File: src/rtl/simple0_stim_seq.sv
// Stimulus sequencer and response capture for the simple0 gate cloud.
// Run length is 16*HOLD cycles from an accepted start. done and pass land on the final sample edge.
// start is only looked at in IDLE. There is no queuing, and no downstream backpressure exists.
module simple0_stim_seq #(
  parameter int unsigned HOLD   = 4,            // cycles per vector, legal 2..255
  parameter logic [31:0] EXPECT = 32'hAFAFAFCC  // golden response word
) (
  input  logic        clk,
  input  logic        rst_n,
  input  logic        start,
  input  logic        o1,
  input  logic        o2,
  output logic        a,
  output logic        b,
  output logic        c,
  output logic        d,
  output logic        busy,
  output logic        done,
  output logic [31:0] resp,
  output logic        pass
);

  typedef enum logic [1:0] {
    S_IDLE  = 2'd0,
    S_DRIVE = 2'd1,
    S_DONE  = 2'd2
  } state_t;

  // Last count value of a hold window; the sample is taken on this edge.
  localparam logic [7:0] HOLD_LAST = 8'(HOLD - 1);

  state_t      state;
  logic [3:0]  vec;
  logic [7:0]  cnt;
  logic [31:0] resp_next;

  // The response word with the current vector's sample merged in.
  // pass is judged on this word, so the last sample counts toward it.
  always_comb begin
    resp_next = resp;
    resp_next[{vec, 1'b0} +: 2] = {o2, o1};
  end

  // Sequencer FSM: step through the vectors, sample each at the end of its hold window.
  always_ff @(posedge clk) begin
    if (!rst_n) begin
      state <= S_IDLE;
      vec   <= 4'd0;
      cnt   <= 8'd0;
      busy  <= 1'b0;
      done  <= 1'b0;
      resp  <= 32'd0;
      pass  <= 1'b0;
    end else begin
      case (state)
        S_IDLE: begin
          done <= 1'b0;
          if (start) begin
            vec   <= 4'd0;
            cnt   <= 8'd0;
            resp  <= 32'd0;
            pass  <= 1'b0;
            busy  <= 1'b1;
            state <= S_DRIVE;
          end
        end
        S_DRIVE: begin
          if (cnt < HOLD_LAST) begin
            cnt <= cnt + 8'd1;
          end else begin
            resp <= resp_next;
            cnt  <= 8'd0;
            if (vec == 4'd15) begin
              vec   <= 4'd0;
              busy  <= 1'b0;
              done  <= 1'b1;
              pass  <= (resp_next == EXPECT);
              state <= S_DONE;
            end else begin
              vec <= vec + 4'd1;
            end
          end
        end
        S_DONE: begin
          done  <= 1'b0;
          state <= S_IDLE;
        end
        default: begin
          state <= S_IDLE;
        end
      endcase
    end
  end

  // The cloud inputs are the vector register itself, so they are 0 whenever no run is active.
  assign {a, b, c, d} = vec;

endmodule

File: config.mk
export PLATFORM = sky130hd
export DESIGN_NAME = simple0_stim_seq
export DESIGN_NICKNAME = d
export VERILOG_FILES = /design/src/rtl/simple0_stim_seq.sv
export SDC_FILE = /design/constraint.sdc
export NUM_CORES = 1
export LEC_CHECK = 0
export CAP_MARGIN = 20
export CORE_ASPECT_RATIO = 0.7
export CORE_MARGIN = 2
export CORE_UTILIZATION = 60
export CTS_CLUSTER_SIZE = 40
export DETAILED_ROUTE_END_ITERATION = 16
export DONT_BUFFER_PORTS = 1
export PLACE_DENSITY = 0.76
export SLEW_MARGIN = 30
export SYNTH_ARGS = -nofsm -noshare
export SYNTH_HDL_FRONTEND = slang
export SYNTH_SLANG_ARGS = --single-unit
export TNS_END_PERCENT = 1
File: constraint.sdc
create_clock -name clk -period 6.7 [get_ports clk]
set_input_delay 1.34 -clock clk [delete_from_list [all_inputs] [get_ports clk]]
set_output_delay 1.34 -clock clk [all_outputs]
set_load 0.005 [all_outputs]
## Yosys cells after proc, flatten, opt, wreduce, memory -nomap -nowiden

Index checks and enable logic that the tools add are counted.

| word-level totals | value |
|---|---|
| input port bits | 5 |
| bits in registers | 49 |
| logic and storage cells | 55 |
| output and inout bits | 39 |

| cells by class | value |
|---|---|
| add/sub/neg operators | 3 |
| mux-type cells | 26 |
| reduce and logical (&&, ||, !) cells | 9 |
| shifts and indexed selects | 2 |
| order comparisons | 1 |
| equal/unequal tests | 7 |

Operators by type and width:

| kind | number |
|---|---|
| two-way mux 32 bit | 2 |
| one-hot mux 32 bit (2 select lines) | 1 |
| bitwise mux 32 bit | 1 |
| equality test 32 bit (second input constant) | 1 |
| variable shift 2 x 7 -> 32 bit (first input constant) | 1 |
| variable part select 2 x 7 -> 32 bit | 1 |
| two-way mux 8 bit | 2 |
| one-hot mux 8 bit (2 select lines) | 1 |
| two-way mux 4 bit | 3 |
| AND reduction 3 bit | 3 |
| adder 8 x 1 -> 8 bit (second input constant) | 1 |
| < comparator 8 x 2 -> 1 bit (second input constant) | 1 |
| two-way mux 1 bit | 8 |
| one-hot mux 4 bit (2 select lines) | 1 |
| negator 5 -> 7 bit | 1 |
| two-way mux 2 bit | 3 |
| != test 2 bit (second input constant) | 3 |
| one-hot mux 1 bit (2 select lines) | 3 |
| adder 4 x 1 -> 4 bit (second input constant) | 1 |
| equality test 4 bit (second input constant) | 1 |
| one-hot mux 2 bit (2 select lines) | 1 |
| AND reduction 4 bit | 1 |
| nonzero test 2 bit | 2 |
| equality test 2 x 1 -> 1 bit (second input constant) | 1 |
| 4 further kinds | 4 |

## Logic depth before layout (Yosys ltp)

Gate-level depths: netlist of the first run.

| depth | value |
|---|---|
| depth in word-level cells | 7 |
| mapped depth | 10 |
| depth with buffers taken out | 8 |

## Worst setup path after synthesis of the first run

Ideal clock, no wire load.

| path | value |
|---|---|
| kind | reg2reg |
| start | register vec[0] |
| end | register pass |
| library setup time | 0.059 ns |
| path buffers | 1 |
| data arrival time | 2.777 ns |
| data required time | 6.641 ns |
| period minus slack after synthesis | 2.836 ns |
| slack | 3.864 ns |
| stages on the path, launching flop included | 10 |
| path through | dfxtp_1 -> buf_1 -> inv_1 -> ha_1 -> or2_2 -> o211a_1 -> nor3b_1 -> mux2_2 -> a2111oi_0 -> a31o_1 |

| on the way | value |
|---|---|
| cells in the longest elaborated chain, start to end | 7 |
| elaborated cells on any way between the ends | 11 |
| classes of those cells | add/sub (1); eq/ne (3); shift (2); mux (4); reduce/logical (1) |

RTL lines:

| item | RTL line | RTL |
|---|---|---|
| from (decl) | 33 | `logic [3:0] vec;` |
| from (signal assigned) | 80 | `vec <= vec + 4'd1;` |
| negator 5 -> 7 bit | 41 | `resp_next[{vec, 1'b0} +: 2] = {o2, o1};` |
| variable part select 2 x 7 -> 32 bit / variable shift 2 x 7 -> 32 bit (equally long branches) | 41 |  |
| bitwise mux 32 bit | 41 |  |
| equality test 32 bit | 77 | `pass <= (resp_next == EXPECT);` |
| two-way mux 1 bit | 73 | `if (vec == 4'd15) begin` |
| two-way mux 1 bit | 68 | `if (cnt < HOLD_LAST) begin` |
| one-hot mux 1 bit (2 select lines) | 55 | `case (state)` |
| to (signal assigned) | 77 |  |
| to (decl) | 20 | `output logic pass` |

Several ways; a longest one is shown, not always the timed one. The select of a mux whose other input is x is not followed.
A chain may end at the register's enable or synchronous reset.

## Worst setup path in the final report of the first run

Same ends and word-level chain as after synthesis.

==> results of run 1 <==
flip-flops by register name, summed over array words and instances, names as in the netlist:
name and count:
resp 32, cnt 8, vec 4, state 2, busy 1, done 1
pass 1
worst max-delay path: stages (launching register included):
cell and delay [ns]:
dfxtp_1 0.74, inv_1 0.13, ha_1 0.34, or2_2 0.35, o211a_1 0.22, nor3b_1 0.40
mux2_2 0.38, a2111oi_0 0.46, a31o_1 0.21
layer usage:
metal	share of wire (%)	wire, microns
met1	49	2880
met2	42	2470
met3	8.1	473
met4	0.90	53
met5	0	0
cell type report:
class,instances,area (sq um),area share (%)
sequential,49,981,37.0
tap,52,65.1,2.45
clock buffer,5,68.8,2.59
multi-input combinational,223,1450,54.7
inverter,14,52.6,1.98
clock inverter,2,35.0,1.32
worst max-delay path by stage:
stage,end,slack (ns),cells past startpoint
2_1_floorplan,pass,3.86,9
3_3_place_gp,resp[4],3.43,5
3_5_place_dp,resp[4],3.33,5
4_1_cts,pass,3.43,8
5_1_grt,pass,3.11,8
6_report,pass,3.39,8
cells in the final DEF (no fill, tap or decap), types with 3 or more instances in the layout:
| cell | instances |
|---|---|
| nand2_1 | 30 |
| nand3_1 | 7 |
| mux2i_1 | 3 |
| nor3b_1 | 4 |
| a21oi_1 | 9 |
| o21ai_0 | 25 |
| o21a_1 | 3 |
| ha_1 | 5 |
| mux2_2 | 5 |
| clkbuf_8 | 5 |
| a32o_1 | 8 |
| a31oi_1 | 5 |
| nor2_1 | 26 |
| and2_1 | 7 |
| o211a_1 | 3 |
| inv_1 | 14 |
| nor2b_1 | 9 |
| nor3_1 | 9 |
| o211ai_1 | 3 |
| dfxtp_1 | 49 |
| and3_1 | 5 |
| a22o_1 | 15 |
cells by family after synthesis:
logic type	share of synthesized area, %
and+or+nand+nor	23.2
AOI/OAI and AO/OA	27.0
DFF	38.5
buffers and inverters	4.76
muxes	3.39
adders and majority gates	2.46
xor gates and xnor gates	0.688
per-stage QoR:
stage	worst slack, ns	util, %	hold slack [ns]	power [mW]	instance area (sq um)
after floorplan	3.86	-	0.439	0.334	2550
after global placement	3.43	63.7	0.473	0.339	2540
after detailed placement	3.33	63.7	0.481	0.340	2540
after CTS	3.43	66.3	0.501	0.538	2650
after global routing	3.11	66.4	0.522	0.554	2650
final	3.39	66.4	0.494	0.536	2650
report_power, final:
| group | total (mW) | switching (mW) | internal [mW] |
|---|---|---|---|
| registers | 0.297 | 0.00431 | 0.293 |
| logic | 0.0361 | 0.0243 | 0.0117 |
| clock network | 0.202 | 0.0940 | 0.108 |
==> qor.yml, run 1 <==
status:
  status: "completed"
synth:
  synth-seq-cells: 49
  syn_inst: 300
  synth_edf_count: 0
  syn_nets: 310
  yosysWarnings: 0
  ys_types: 56
  synthFlopType: "dfxtp_1"
  yosysSeqAreaShare_pct: 38.5
  synthTopCellsByArea: "dfxtp_1 39%, a22o_1 5.2%, o21ai_0 4.9%, nand2_1 4.4%, nor2_1 3.8%"
  synth_top_area_share_pct: 38.5
  synthArstFlopShare_pct: 0
  synth.avg_cell_area_sq_um: 8.49
  synth_largest_area_cell: "dfxtp_1"
  synth_commonest_cells: "49 x dfxtp_1, 30 x nand2_1, 26 x nor2_1, 25 x o21ai_0, 15 x a22o_1"
  syn_area_sq_um: 2550
  synth_most_common_cell: "dfxtp_1"
cells_and_area:
  fin_nets: 303
  fillers: 349
  n_antenna_cell: 0
  drive_above_1_share_pct: 7.17
  fin_cells: 345
  syn2layout_area_growth_pct: 4.13
clock_network:
  clkLatencyLatePin_ns: 0.31
  clock_tree.buffer_depth: 2
  cts_tree: "done"
  cts_inserted_buffers: 5
  clock-sinks: 49
  cts_setup_buffers: 0
  cts_hold_buf: 0
  h-tree-depth: 2
  path_clk_slew_ns: 0.08
  cts-root-buf: "clkbuf_8"
  post_cts_resize_count: 0
timing:
  worstMarginPinSlew_ns: 0.748
  relSlewSlack_pct: 50.2
  maxSlewViolCount: 0
  fin_tns_setup_ns: 0
  finClkSkew_ns: 0.00598
  hold_viol_final: 0
  fin_crit_ns: 3.31
  post-route-period-util_pct: 49.4
  fmax_mhz: 302
  rsz0062_at_grt: "no"
  finalSetupViolCount: 0
global_route:
  grtUsageMet2_pct: 36.0
  grt_pass1_vias: 1930
  grt_overflow: 0
  grt_use_met1_pct: 37.9
  grt_use_total_pct: 25.8
  grt_pass1_wl_microns: 9490
  antenna_found_initial: 0
  grt_max_degree: 22
  top_usage_layer: "met1"
  grt_use_met3_pct: 6.75
worst_hold_path:
  hold_path_class: "register to register"
  min_to: "resp[6]"
  min_path_cells: 2
  min_from: "resp[6]"
pwr:
  ir_drop_mv: 0.172
  cellPowerDensity_nw_per_um2: 202
  p_leak_nw: 0.941
critical_path:
  worstSetupPathType: "register to register"
  arrival_ns: 3.56
  cp.required_ns: 6.95
  r2r_slack_ns: 3.39
  reg2reg_depth: 8
  reg2reg_to: "pass"
  cp-startpoint: "vec[0]"
  cp-end-kind: "register"
  cp-start-kind: "register"
  regToRegStartpoint: "vec[0]"
  cp_max_fo: 18
route:
  viasPerCell: 6.36
  route.detailed.drc: 0
  postRouteAntennaNets: 0
  vias: 2195
  routedWlPerCell_microns: 17.0
  drtIter0Drc: 223
  drt_pass1_iterations: 5
  wl_microns: 5870
floorplanning:
  core_area_sq_um: 3990
  die_w_microns: 81.9
  core.rowCount: 19
  io_pins: 44
  die_h_microns: 58.5
  fp.dieArea_sq_um: 4790
  initial_core_util_pct: 63.8
placement:
  dp_cells: 338
  hpwlAfterDp_microns: 4320
  globalplace.congestion: 0.890
  port_buffers: 0
flow_run:
  maxCapViolCount: 0
(Power assumes the default switching activity.)
==> run 2, diff against run 1 <==
--- a/config.mk
+++ b/config.mk
@@ -5,6 +5,7 @@
 export SDC_FILE = /design/constraint.sdc
 export NUM_CORES = 1
 export LEC_CHECK = 0
+export ABC_AREA = 1
 export CAP_MARGIN = 20
 export CORE_ASPECT_RATIO = 0.7
 export CORE_MARGIN = 2
==> constraint.sdc (replaced) <==
create_clock -name clk -period 3.1 [get_ports clk]
set_input_delay 0.62 -clock clk [delete_from_list [all_inputs] [get_ports clk]]
set_output_delay 0.62 -clock clk [all_outputs]
set_load 0.005 [all_outputs]
==> run 2 against run 1 <==
Count of clock-buffer cells in the layout unchanged. Clock skew decreased by 0.0011 ns. Wire length increased by 9.0%. Highest routed layer unchanged. Largest cell class unchanged. Utilization decreased by 1.2 points. Cell area increased by 6.4%. Total power increased by 140%.
==> qor.yml, run 2 <==
status:
  status: "completed"
synth:
  syn_inst: 406  # +35%
  synthTopCellsByArea: "dfxtp_1 37%, nand2_1 15%, nand3_1 9.0%, inv_1 8.1%, o21ai_0 5.4%"
  synth_compound_area_share_pct: 11.1  # -16 points
  synth_top_family_by_area: "simple AND/OR/NAND/NOR gates"
  synth_top_area_share_pct: 36.6  # -1.9 points
  ys_types: 33  # -41%
  synthFlopType: "dfxtp_1"
  synth_most_common_cell: "nand2_1"
  synth_edf_count: 0  # unchanged
  syn_area_sq_um: 2680  # +5.2%
  synth_mux_area_share_pct: 0  # -3.4 points
  synth_commonest_cells: "107 x nand2_1, 58 x inv_1, 49 x dfxtp_1, 48 x nand3_1, 34 x nor2_1"
  synth-seq-cells: 49  # unchanged
  syn_nets: 416  # +34%
  yosysWarnings: 0  # unchanged
  synth_xor_area_share_pct: 0  # -0.69 points
  synth_adder_area_share_pct: 2.33  # -0.12 points
  synthArstFlopShare_pct: 0  # unchanged
  synth_largest_area_cell: "dfxtp_1"
  synth.avg_cell_area_sq_um: 6.60  # -22%
  synth_simple_gate_area_share_pct: 38.7  # +15 points
  yosysSeqAreaShare_pct: 36.6  # -1.9 points
placement:
  globalplace.congestion: 0.952  # +7.0%
  port_buffers: 0  # unchanged
  hpwlAfterDp_microns: 4670  # +7.9%
cells_and_area:
  layout_commonest_cell: "nand2_1"
  fin_nets: 414  # +37%
  final_util_pct: 65.2  # -1.2 points
  largest_reg_flops: 32  # unchanged
  fillers: 411  # +18%
  top_register: "resp"
  multi_input_area_sq_um: 1400  # -3.7%
  n_antenna_cell: 0  # unchanged
  register_area_sq_um: 981  # unchanged
  top_regs: "resp x32, cnt x8, vec x4"
  final_cell_mix: "107 x nand2_1, 58 x inv_1, 49 x dfxtp_1, 48 x nand3_1, 34 x nor2_1"
  syn2layout_area_growth_pct: 5.32
  drive_above_1_share_pct: 10.1  # +3.0 points
floorplanning:
  initial_core_util_pct: 61.9  # -1.9 points
  core.rowCount: 20  # +1
  core_area_sq_um: 4330  # +8.4%
  fp.dieArea_sq_um: 5030  # +4.9%
  io_pins: 44  # unchanged
  die_w_microns: 83.9  # +2.4%
  die_h_microns: 59.9  # +2.4%
route:
  viasPerCell: 5.48  # -14%
  routedWlPerCell_microns: 13.9  # -18%
  postRouteAntennaNets: 0  # unchanged
  vias: 2522  # +15%
  drtIter0Drc: 198  # -11%
  wl_microns: 6400  # +9.0%
  route.detailed.drc: 0  # unchanged
  drt_pass1_iterations: 6  # +1
timing:
  post-route-period-util_pct: 78.1  # +29 points
  finClkSkew_ns: 0.00490  # -0.00108 ns
  rsz0062_at_grt: "no"
  fmax_mhz: 413  # +37%
  relSlewSlack_pct: 61.7  # +12 points
  fin_tns_setup_ns: 0  # unchanged
  finalSetupViolCount: 0  # unchanged
  worstMarginPinSlew_ns: 0.573  # -0.175 ns
  whs_ns: 0.425  # -0.0686 ns
  fin_crit_ns: 2.42  # -0.890 ns
  hold_viol_final: 0  # unchanged
  maxSlewViolCount: 0  # unchanged
critical_path:
  worst_path_max_delay_cell: "dfxtp_1"
  cp_slowest_stage_delay_ns: 0.48  # -0.26 ns
  path_cells: "inv_1 > ha_1 > inv_1 > nand3_1 > nor2_1 > nand2_1 > nand2_1 > nand2_1 > nor2_1 > nand2_1 > nor2_1 > nand2_1 > nor2_1 > nand2_1 > a21oi_2"
  worstSetupPathType: "register to register"
  cp-end-kind: "register"
  arrival_ns: 2.67  # -0.89 ns
  cp-start-kind: "register"
  cp_max_fo: 7  # -11
  cp.required_ns: 3.35  # -3.60 ns
  crit_top_cell: "nand2_1"
clock_network:
  cts-root-buf: "clkbuf_8"
  post_cts_resize_count: 0  # unchanged
  cts_inserted_buffers: 5  # unchanged
  clock-sinks: 49  # unchanged
  clock_tree.buffer_depth: 2  # unchanged
  cts_setup_buffers: 0  # unchanged
  path_clk_slew_ns: 0.09  # about the same
  cts_tree: "done"
  cts_hold_buf: 0  # unchanged
  h-tree-depth: 2  # unchanged
  clkLatencyLatePin_ns: 0.31  # about the same
pwr:
  p_leak_nw: 1.11  # +18%
  cellPowerDensity_nw_per_um2: 456  # +130%
  ir_drop_mv: 0.265  # +54%
  total_power_mw: 1.29  # +140%
worst_hold_path:
  hold_path_class: "input pin to register"
global_route:
  grt_overflow: 0  # unchanged
  antenna_found_initial: 0  # unchanged
  grt_max_degree: 30  # +36%
  grt_pass1_vias: 2240  # +16%
  grt_use_total_pct: 26.9  # +1.2 points
  grt_pass1_wl_microns: 10600  # +11%
flow_run:
  maxCapViolCount: 0  # unchanged
run 2: cell count changes after synthesis, moves of 9 or more:
cell / previous run / this run
nand3_1: 7 / 48
inv_1: 14 / 58
nor2b_1: 9 / 0
a22o_1: 15 / 0
o22ai_1: 2 / 11
nand2_1: 30 / 107
run 2: metrics by stage:
step,area [sq um],worst slack [ns],cells
2_1_floorplan,2680,1.09,406
3_3_place_gp,2710,0.829,452
4_1_cts,2820,0.767,460
6_report,2820,0.679,460
3_5_place_dp,2710,0.794,452
5_1_grt,2820,0.502,460
run 2: critical path: cells and delay by family (launching register included):
family	cells	cell delay, ns
simple gates	11	1.13
fa+ha+maj	1	0.40
buf+inv	2	0.23
compound gates	1	0.11
flops	1	0.48
run 2: where the power goes:
group / leakage (nW) / total [mW] / switching, mW / internal (mW)
logic: 0.661 / 0.175 / 0.130 / 0.0448
clock network: 0.0543 / 0.470 / 0.228 / 0.242
registers: 0.396 / 0.643 / 0.00563 / 0.637
run 2: worst paths after layout:
path / from / end / slack (ns) / depth (start not counted)
min: rst_n / cnt[2] / 0.43 / 2
max reg2reg: vec[1] / pass / 0.68 / 15
max: vec[1] / pass / 0.68 / 15
min reg2reg: cnt[2] / cnt[2] / 0.44 / 2
run 2: cells by family (layout without fill, tap and decap cells):
| logic type | Yosys count | after routing |
|---|---|---|
| AOI/OAI and AO/OA | 55 | 55 |
| and+or+nand+nor | 222 | 222 |
| buffers and inverters | 75 | 74 |
| adders and majority gates | 5 | 5 |
| DFF | 49 | 49 |
run 2: layout make-up:
class                   instances  area share [%]
repair buffers                  3           0.798
multi-input cells             282            49.5
well taps                      55            2.44
clock inverters                 3            1.64
inverters                      63            8.47
flip-flops and latches         49            34.8
clock buffers                   5            2.44
run 2: layer usage:
layer | vias up | global-route usage, % | wire, microns
met5 | - | 0 | 0
met4 | 0 | 9.91 | 61
met3 | 11 | 8.84 | 541
met2 | 94 | 40.5 | 2740
met1 | 1138 | 36.6 | 3060
li1 | 1279 | - | -
